File: config.mk
export PLATFORM = sky130hd
export DESIGN_NAME = if_id_inst_queue_flat
export DESIGN_NICKNAME = d
export VERILOG_FILES = /design/src/rtl/if_id_inst_queue_if.sv /design/src/rtl/if_id_inst_queue.sv /design/src/flat_wrapper.sv
export SDC_FILE = /design/constraint.sdc
export NUM_CORES = 1
export LEC_CHECK = 0
export CAP_MARGIN = 20
export CORE_MARGIN = 4
export CORE_UTILIZATION = 45
export DETAILED_ROUTE_END_ITERATION = 10
export PLACE_DENSITY = 0.81
export REMOVE_ABC_BUFFERS = 1
export SYNTH_ARGS = -nofsm -noshare
export SYNTH_HDL_FRONTEND = slang
export SYNTH_SLANG_ARGS = --single-unit
File: constraint.sdc
create_clock -name clk -period 2.8 [get_ports clk]
set_input_delay 0.42 -clock clk [delete_from_list [all_inputs] [get_ports clk]]
set_output_delay 0.42 -clock clk [all_outputs]
set_load 0.005 [all_outputs]
File: src/rtl/if_id_inst_queue_if.sv
// Fetch-to-decode handshake bundle for the instruction queue.
// The queue side uses 'slave'; the fetch/decode side uses 'master'.
interface if_id_inst_queue_if #(
    parameter int DEPTH = 4
);
    localparam int CW = $clog2(DEPTH) + 1;

    logic          flush;
    logic          push_valid;
    logic          push_ready;
    logic [31:0]   push_pc;
    logic [31:0]   push_instr;
    logic [1:0]    push_excp;
    logic          pop_valid;
    logic          pop_ready;
    logic [31:0]   pop_pc;
    logic [31:0]   pop_instr;
    logic [1:0]    pop_excp;
    logic [CW-1:0] count;

    modport master (
        output flush, push_valid, push_pc, push_instr, push_excp, pop_ready,
        input  push_ready, pop_valid, pop_pc, pop_instr, pop_excp, count
    );

    modport slave (
        input  flush, push_valid, push_pc, push_instr, push_excp, pop_ready,
        output push_ready, pop_valid, pop_pc, pop_instr, pop_excp, count
    );
endinterface

File: src/rtl/if_id_inst_queue.sv
// Circular IF->ID instruction queue: one push and one pop per cycle,
// occupancy-based full/empty, cleared entirely by a redirect flush.
module if_id_inst_queue #(
    parameter int DEPTH = 4
) (
    input  logic                 clk,
    input  logic                 resetn,
    if_id_inst_queue_if.slave    q
);
    localparam int AW = $clog2(DEPTH);
    localparam int CW = AW + 1;

    typedef struct packed {
        logic [31:0] pc;
        logic [31:0] instr;
        logic [1:0]  excp;
    } entry_t;

    entry_t          mem [DEPTH];
    entry_t          wr_entry;
    entry_t          head;
    logic [AW-1:0]   rd_ptr;
    logic [AW-1:0]   wr_ptr;
    logic [CW-1:0]   count_q;
    logic            push_fire;
    logic            pop_fire;

    // Ready/valid depend only on registered occupancy, never on same-cycle traffic.
    assign q.push_ready = (count_q != CW'(DEPTH));
    assign q.pop_valid  = (count_q != '0);
    assign q.count      = count_q;

    assign push_fire = q.push_valid & q.push_ready & ~q.flush;
    assign pop_fire  = q.pop_valid  & q.pop_ready  & ~q.flush;

    assign wr_entry = '{pc: q.push_pc, instr: q.push_instr, excp: q.push_excp};

    always_ff @(posedge clk or negedge resetn) begin
        if (!resetn) begin
            rd_ptr  <= '0;
            wr_ptr  <= '0;
            count_q <= '0;
        end else if (q.flush) begin
            rd_ptr  <= '0;
            wr_ptr  <= '0;
            count_q <= '0;
        end else begin
            if (push_fire) wr_ptr <= wr_ptr + 1'b1;
            if (pop_fire)  rd_ptr <= rd_ptr + 1'b1;
            if (push_fire && !pop_fire)      count_q <= count_q + 1'b1;
            else if (pop_fire && !push_fire) count_q <= count_q - 1'b1;
        end
    end

    // Storage is not reset; an empty queue masks it at the outputs.
    always_ff @(posedge clk) begin
        if (push_fire) mem[wr_ptr] <= wr_entry;
    end

    // Empty queue presents zeros (instr 0 is a NOP) so decode never sees stale data.
    assign head        = q.pop_valid ? mem[rd_ptr] : '0;
    assign q.pop_pc    = head.pc;
    assign q.pop_instr = head.instr;
    assign q.pop_excp  = head.excp;
endmodule

File: src/flat_wrapper.sv
// flat-port wrapper written by rule: the top's interface ports become plain ports
module if_id_inst_queue_flat 
#(
    parameter int DEPTH = 4
)
  (clk, resetn, q_flush, q_push_valid, q_push_pc, q_push_instr, q_push_excp, q_pop_ready, q_push_ready, q_pop_valid, q_pop_pc, q_pop_instr, q_pop_excp, q_count);
  if_id_inst_queue_if #(.DEPTH(DEPTH)) q_i ();
  input  logic clk;
  input  logic resetn;
  input wire logic [$bits(q_i.flush)-1:0] q_flush;
  input wire logic [$bits(q_i.push_valid)-1:0] q_push_valid;
  input wire logic [$bits(q_i.push_pc)-1:0] q_push_pc;
  input wire logic [$bits(q_i.push_instr)-1:0] q_push_instr;
  input wire logic [$bits(q_i.push_excp)-1:0] q_push_excp;
  input wire logic [$bits(q_i.pop_ready)-1:0] q_pop_ready;
  output wire logic [$bits(q_i.push_ready)-1:0] q_push_ready;
  output wire logic [$bits(q_i.pop_valid)-1:0] q_pop_valid;
  output wire logic [$bits(q_i.pop_pc)-1:0] q_pop_pc;
  output wire logic [$bits(q_i.pop_instr)-1:0] q_pop_instr;
  output wire logic [$bits(q_i.pop_excp)-1:0] q_pop_excp;
  output wire logic [$bits(q_i.count)-1:0] q_count;
  assign q_i.flush = q_flush;
  assign q_i.push_valid = q_push_valid;
  assign q_i.push_pc = q_push_pc;
  assign q_i.push_instr = q_push_instr;
  assign q_i.push_excp = q_push_excp;
  assign q_i.pop_ready = q_pop_ready;
  assign q_push_ready = q_i.push_ready;
  assign q_pop_valid = q_i.pop_valid;
  assign q_pop_pc = q_i.pop_pc;
  assign q_pop_instr = q_i.pop_instr;
  assign q_pop_excp = q_i.pop_excp;
  assign q_count = q_i.count;
  if_id_inst_queue #(.DEPTH(DEPTH)) u_core (.clk(clk), .resetn(resetn), .q(q_i));
endmodule
Word level (Yosys, flattened, before mapping)
Memory sizes are Yosys's and may differ from the RTL's.
Cells that the tools add are included.

word-level totals
  register bits = 7
  bits in writable memories = 264
  bits of input ports = 71
  output and inout bits = 71
  word-level logic and storage cells = 32
  memories kept = 1

operators by class
  $add $sub $neg = 4
  equality and inequality tests = 1
  mux-type cells = 10
  bitwise gates (word level) = 5
  reduce and logical (&&, ||, !) cells = 8

memories
  memory      depth  width  read ports  clocked after Yosys merged registers in  write ports  line                    RTL
  u_core.mem  4      66     1           0                                        1            if_id_inst_queue.sv:19  entry_t mem [DEPTH];

operator list
  kind                                              number
  2-to-1 mux 66 bit                                 1
  2-to-1 mux 3 bit                                  3
  2-to-1 mux 2 bit                                  4
  nonzero test 3 bit                                2
  adder 2 x 1 -> 2 bit, second input constant       2
  bitwise AND 1 bit                                 4
  nonzero test 2 bit                                2
  adder 3 x 1 -> 3 bit, second input constant       1
  inequality test 3 bit, second input constant      1
  subtractor 3 x 1 -> 3 bit, second input constant  1
  logical AND 1 bit                                 2
  logical NOT 1 bit                                 2
  2-to-1 mux 1 bit                                  2
  NOT 1 bit                                         1

Longest topological paths before layout
  depth in word-level cells = 8
  mapped depth = 11
  mapped depth without buffers = 9

Worst setup path after synthesis
Ideal clock, no wire load.

  path type = input -> register
  start = input q_push_valid
  end = memory u_core.mem[0][0] (netlist name), enable pin
  setup time = 431 ps
  arrival time = 2584 ps
  data required time = 2369 ps
  slack = -215 ps
  cell stages on the path = 4
  path buffers = 1
  cell sequence = clkbuf_1 -> nand2_1 -> nor2_1 -> and2_1

on the way
  longest elaborated chain between the ends = 4

RTL lines
  what                                    line                    RTL
  start, declared                         flat_wrapper.sv:11      input wire logic [$bits(q_i.push_valid)-1:0] q_push_valid;
  bitwise AND 1 bit (2 in a row)          if_id_inst_queue.sv:33  assign push_fire = q.push_valid & q.push_ready & ~q.flush;
  2-to-1 mux 1 bit                        if_id_inst_queue.sv:57  if (push_fire) mem[wr_ptr] <= wr_entry;
  2-to-1 mux 1 bit (implied by the code)  if_id_inst_queue.sv:57
  end, declared                           if_id_inst_queue.sv:19

Every way passes these cells.

Worst setup path in the final report
  start = register u_core.rd_ptr[0]
  end = output q_pop_instr[16]

on the way
  longest elaborated chain between the ends = 2

RTL lines
  what                    line                    RTL
  start, declared         if_id_inst_queue.sv:22  logic [AW-1:0] rd_ptr;
  start signal, assigned  if_id_inst_queue.sv:49  if (pop_fire) rd_ptr <= rd_ptr + 1'b1;
  memory (4 x 66 bit)     -
  2-to-1 mux 66 bit       if_id_inst_queue.sv:61  assign head = q.pop_valid ? mem[rd_ptr] : '0;
  end, declared           flat_wrapper.sv:19      output wire logic [$bits(q_i.pop_instr)-1:0] q_pop_instr;

Every way passes these cells.

==> impl_metrics.py <==
metrics = {
    "job": {
        "maxCapViolations": 0,
    },
    "logic_synthesis": {
        "yosysWarningCount": 0,
        "netlist_instances": 478,
        "synth_edf_count": 264,
        "synthMuxAreaShare_pct": 14.1,
        "synthAdderAreaFrac_pct": 0.666,
        "synth-compound-area-share_pct": 0.583,
        "syn_avg_cell_area_um2": 22.0,
        "yosysTopAreaCell": "edfxtp_1",
        "async_flop_share_pct": 2.58,
        "ys_top_cells_by_area": "edfxtp_1, mux4_2, and2_1, dfrtp_1, buf_12",
        "dominantRegCellSynth": "edfxtp_1",
        "synth-simple-area-share_pct": 5.11,
        "synth_area_um2": 10500,
        "synth_xor_area_share_pct": 0.500,
        "ys_types": 30,
        "yosys_register_bits": 271,
        "yosysSeqAreaShare_pct": 77.1,
        "synth_top_family_by_area": "multiplexers",
        "synth_top_area_share_pct": 75.4,
    },
    "finish": {
        "finish.instance_area_um2": 13500,
        "final_common_cell": "edfxtp_1",
        "layout_common_cells": "edfxtp_1, clkdlybuf4s50_1, mux4_2, and2_1, dlygate4sd2_1",
        "multi_input_area_um2": 2230,
        "seq_area_um2": 8110,
        "fillers": 1639,
        "areaGrowthSynthToFinish_pct": 28.0,
        "nets": 728,
        "layout-drive-gt1-share_pct": 21.4,
    },
    "pwr": {
        "switching_share_pct": 26.1,
        "p_sw_uw": 3190,
        "internal_power_uw": 9030,
        "total_leakage_power_uw": 0.00455,
        "seqPwrFrac_pct": 39.7,
        "clkPwrFrac_pct": 29.0,
        "p_comb_share_pct": 31.4,
        "ir_worst_vdd_v": 0.000529,
        "power_uw": 12200,
        "p_per_area_nw_per_um2": 907,
    },
    "drt": {
        "wl_um": 20400,
        "detail_route.wl_per_cell_um": 20.6,
        "dr_total_vias": 5133,
        "drc": 0,
        "via_per_inst": 5.20,
        "antenna_left": 0,
        "dr.pass1.iters": 4,
        "drt_iter0_drc": 241,
    },
    "clock_tree": {
        "cts.sinks": 271,
        "cts_buffer_depth": 3,
        "htreeDepth": 1,
        "root_buffer": "clkbuf_16",
        "worst_skew_pair.late_latency_ps": 520,
        "cts_tree": "yes",
        "ctsHoldBuffers": 0,
        "clkTransAtPathRegs_ps": 60,
        "cts_buffers": 28,
    },
    "grt": {
        "grt_max_degree": 38,
        "antenna_found_initial": 2,
        "grt_pass1_wl_um": 32500,
        "grt_pass1_vias": 5754,
        "grt_usage_pct": 15.9,
        "globalRouteOverflowTotal": 0,
    },
    "setup_path": {
        "cp.required_ps": 2380,
        "worstRegToRegCells": 8,
        "cp.arrival_ps": 2310,
        "end_kind": "primary output",
        "path_max_fanout": 5,
        "crit_chain": "buf_12 -> buf_16 -> buf_4 -> mux4_2 -> and2_4 -> dlygate4sd2_1",
        "crit_type": "reg2out",
        "cpMaxStageDelayCell": "dfrtp_4",
        "cpPeakStageDelay_ps": 520,
        "cp-start-kind": "register",
        "r2r_start": "u_core.q.count[0]",
        "reg2reg_to": "u_core.q.count[1]",
        "reg2reg_slack_ps": 220,
        "crit_start": "u_core.rd_ptr[0]",
    },
    "sta": {
        "period_minus_slack_ps": 2730,
        "finalSetupViolations": 0,
        "fin_hold_ws_ps": 166,
        "period_share_pct": 97.7,
        "finalSetupTns_ps": 0,
        "grt_setup_unrepaired": "no",
        "max_freq_ghz": 0.366,
        "max-slew-margin-rel_pct": 67.1,
        "hold_viol_final": 0,
        "finClkSkew_ps": 6.89,
        "worstMarginPinSlew_ps": 493,
        "maxSlewViolCount": 0,
    },
    "die": {
        "dieArea_um2": 25900,
        "ioPinCount": 142,
        "core_area_um2": 22800,
        "num_rows": 55,
        "die_x_um": 161,
        "initial_utilization_pct": 46.2,
        "fp.dieH_um": 161,
    },
    "hold_path": {
        "hold_path.class": "in2async",
    },
    "status": {
        "status": "finished clean",
    },
    "place": {
        "dp_hpwl_um": 12200,
        "gp_congestion": 0.819,
        "dpl_cell_area_um2": 12400,
        "port_buffers": 141,
    },
}
[worst max-delay path, delay by kind of cell, from the launching register on]
| family | cells | cell delay (ps) |
|---|---|---|
| buf+inv | 4 | 690 |
| simple gates | 1 | 170 |
| mux | 1 | 410 |
| flops | 1 | 520 |
[cell usage after synthesis (all sizes together) (2+ instances only)]
cell type	n
buf	18
mux4	66
nor2	7
inv	4
nand2	5
o21ai	3
edfxtp	264
clkbuf	9
xnor2	2
xor2	4
nand3	2
and2	71
dfrtp	7
ha	4
[how the worst max path moves through the flow]
stage,end,cells past startpoint
after floorplan,q_pop_excp[0],2
after global placement,u_core.q.count[1],8
after global routing,q_pop_instr[16],6
final,q_pop_instr[16],6
after detailed placement,u_core.q.count[1],8
after CTS,q_pop_pc[1],4
[state kept, by name, indices dropped and copies added (netlist names)]
| register | count |
|---|---|
| u_core.mem | 264 |
| u_core.q.count | 3 |
| u_core.rd_ptr | 2 |
| u_core.wr_ptr | 2 |
[stage by stage]
| step | utilization (%) | setup slack (ps) | instances |
|---|---|---|---|
| 6_report | 59.1 | 65.6 | 988 |
| 2_1_floorplan | - | -1110 | 451 |
| 3_3_place_gp | 54.4 | 302 | 924 |
| 5_1_grt | 59.1 | 9.36 | 988 |
| 4_1_cts | 59.1 | 8.44 | 988 |
| 3_5_place_dp | 54.4 | 179 | 924 |
[cell type report]
type                       count  share of cell area, %
clock inverter                17                   1.06
timing repair buffer         171                   13.6
multi-input combinational    176                   16.5
sequential                   271                   60.3
antenna                        1                 0.0186
clock buffer                  35                   5.56
inverter                       4                  0.112
tap                          313                   2.91
[cell families (layout without fill, tap and decap cells)]
family / after synthesis / after routing
AOI/OAI and AO/OA: 9 / 9
xor gates and xnor gates: 6 / 6
adders and majority gates: 5 / 5
buffers and inverters: 31 / 227
DFF: 271 / 271
muxes: 66 / 66
other: 0 / 1
and+or+nand+nor: 90 / 90
[power groups by stage]
stage	Sequential, uW	Combinational (uW)	Clock (uW)
6_report	4840	3830	3540
2_1_floorplan	5130	1650	0
3_5_place_dp	4920	3860	0
5_1_grt	4860	4170	3800
3_3_place_gp	4890	3810	0
4_1_cts	4840	3950	3620
[timing repair]
action / in CTS / in global routing
pin swaps: 0 / 0
setup endpoints to repair: 66 / 14
buffers inserted: 7 / 0
gates resized for setup: 72 / 5
gates cloned: 5 / 1
[layer usage]
layer  global-route usage, %  part of all wire (%)  vias to the layer above
li1                        -                     -                     2284
met1                    20.2                    39                     2644
met2                    28.0                    52                      163
met3                    3.23                   5.9                       40
met4                    4.65                   2.6                        2
met5                       0                 0.059                        -
No activity file was read; power rests on OpenSTA's default activity.
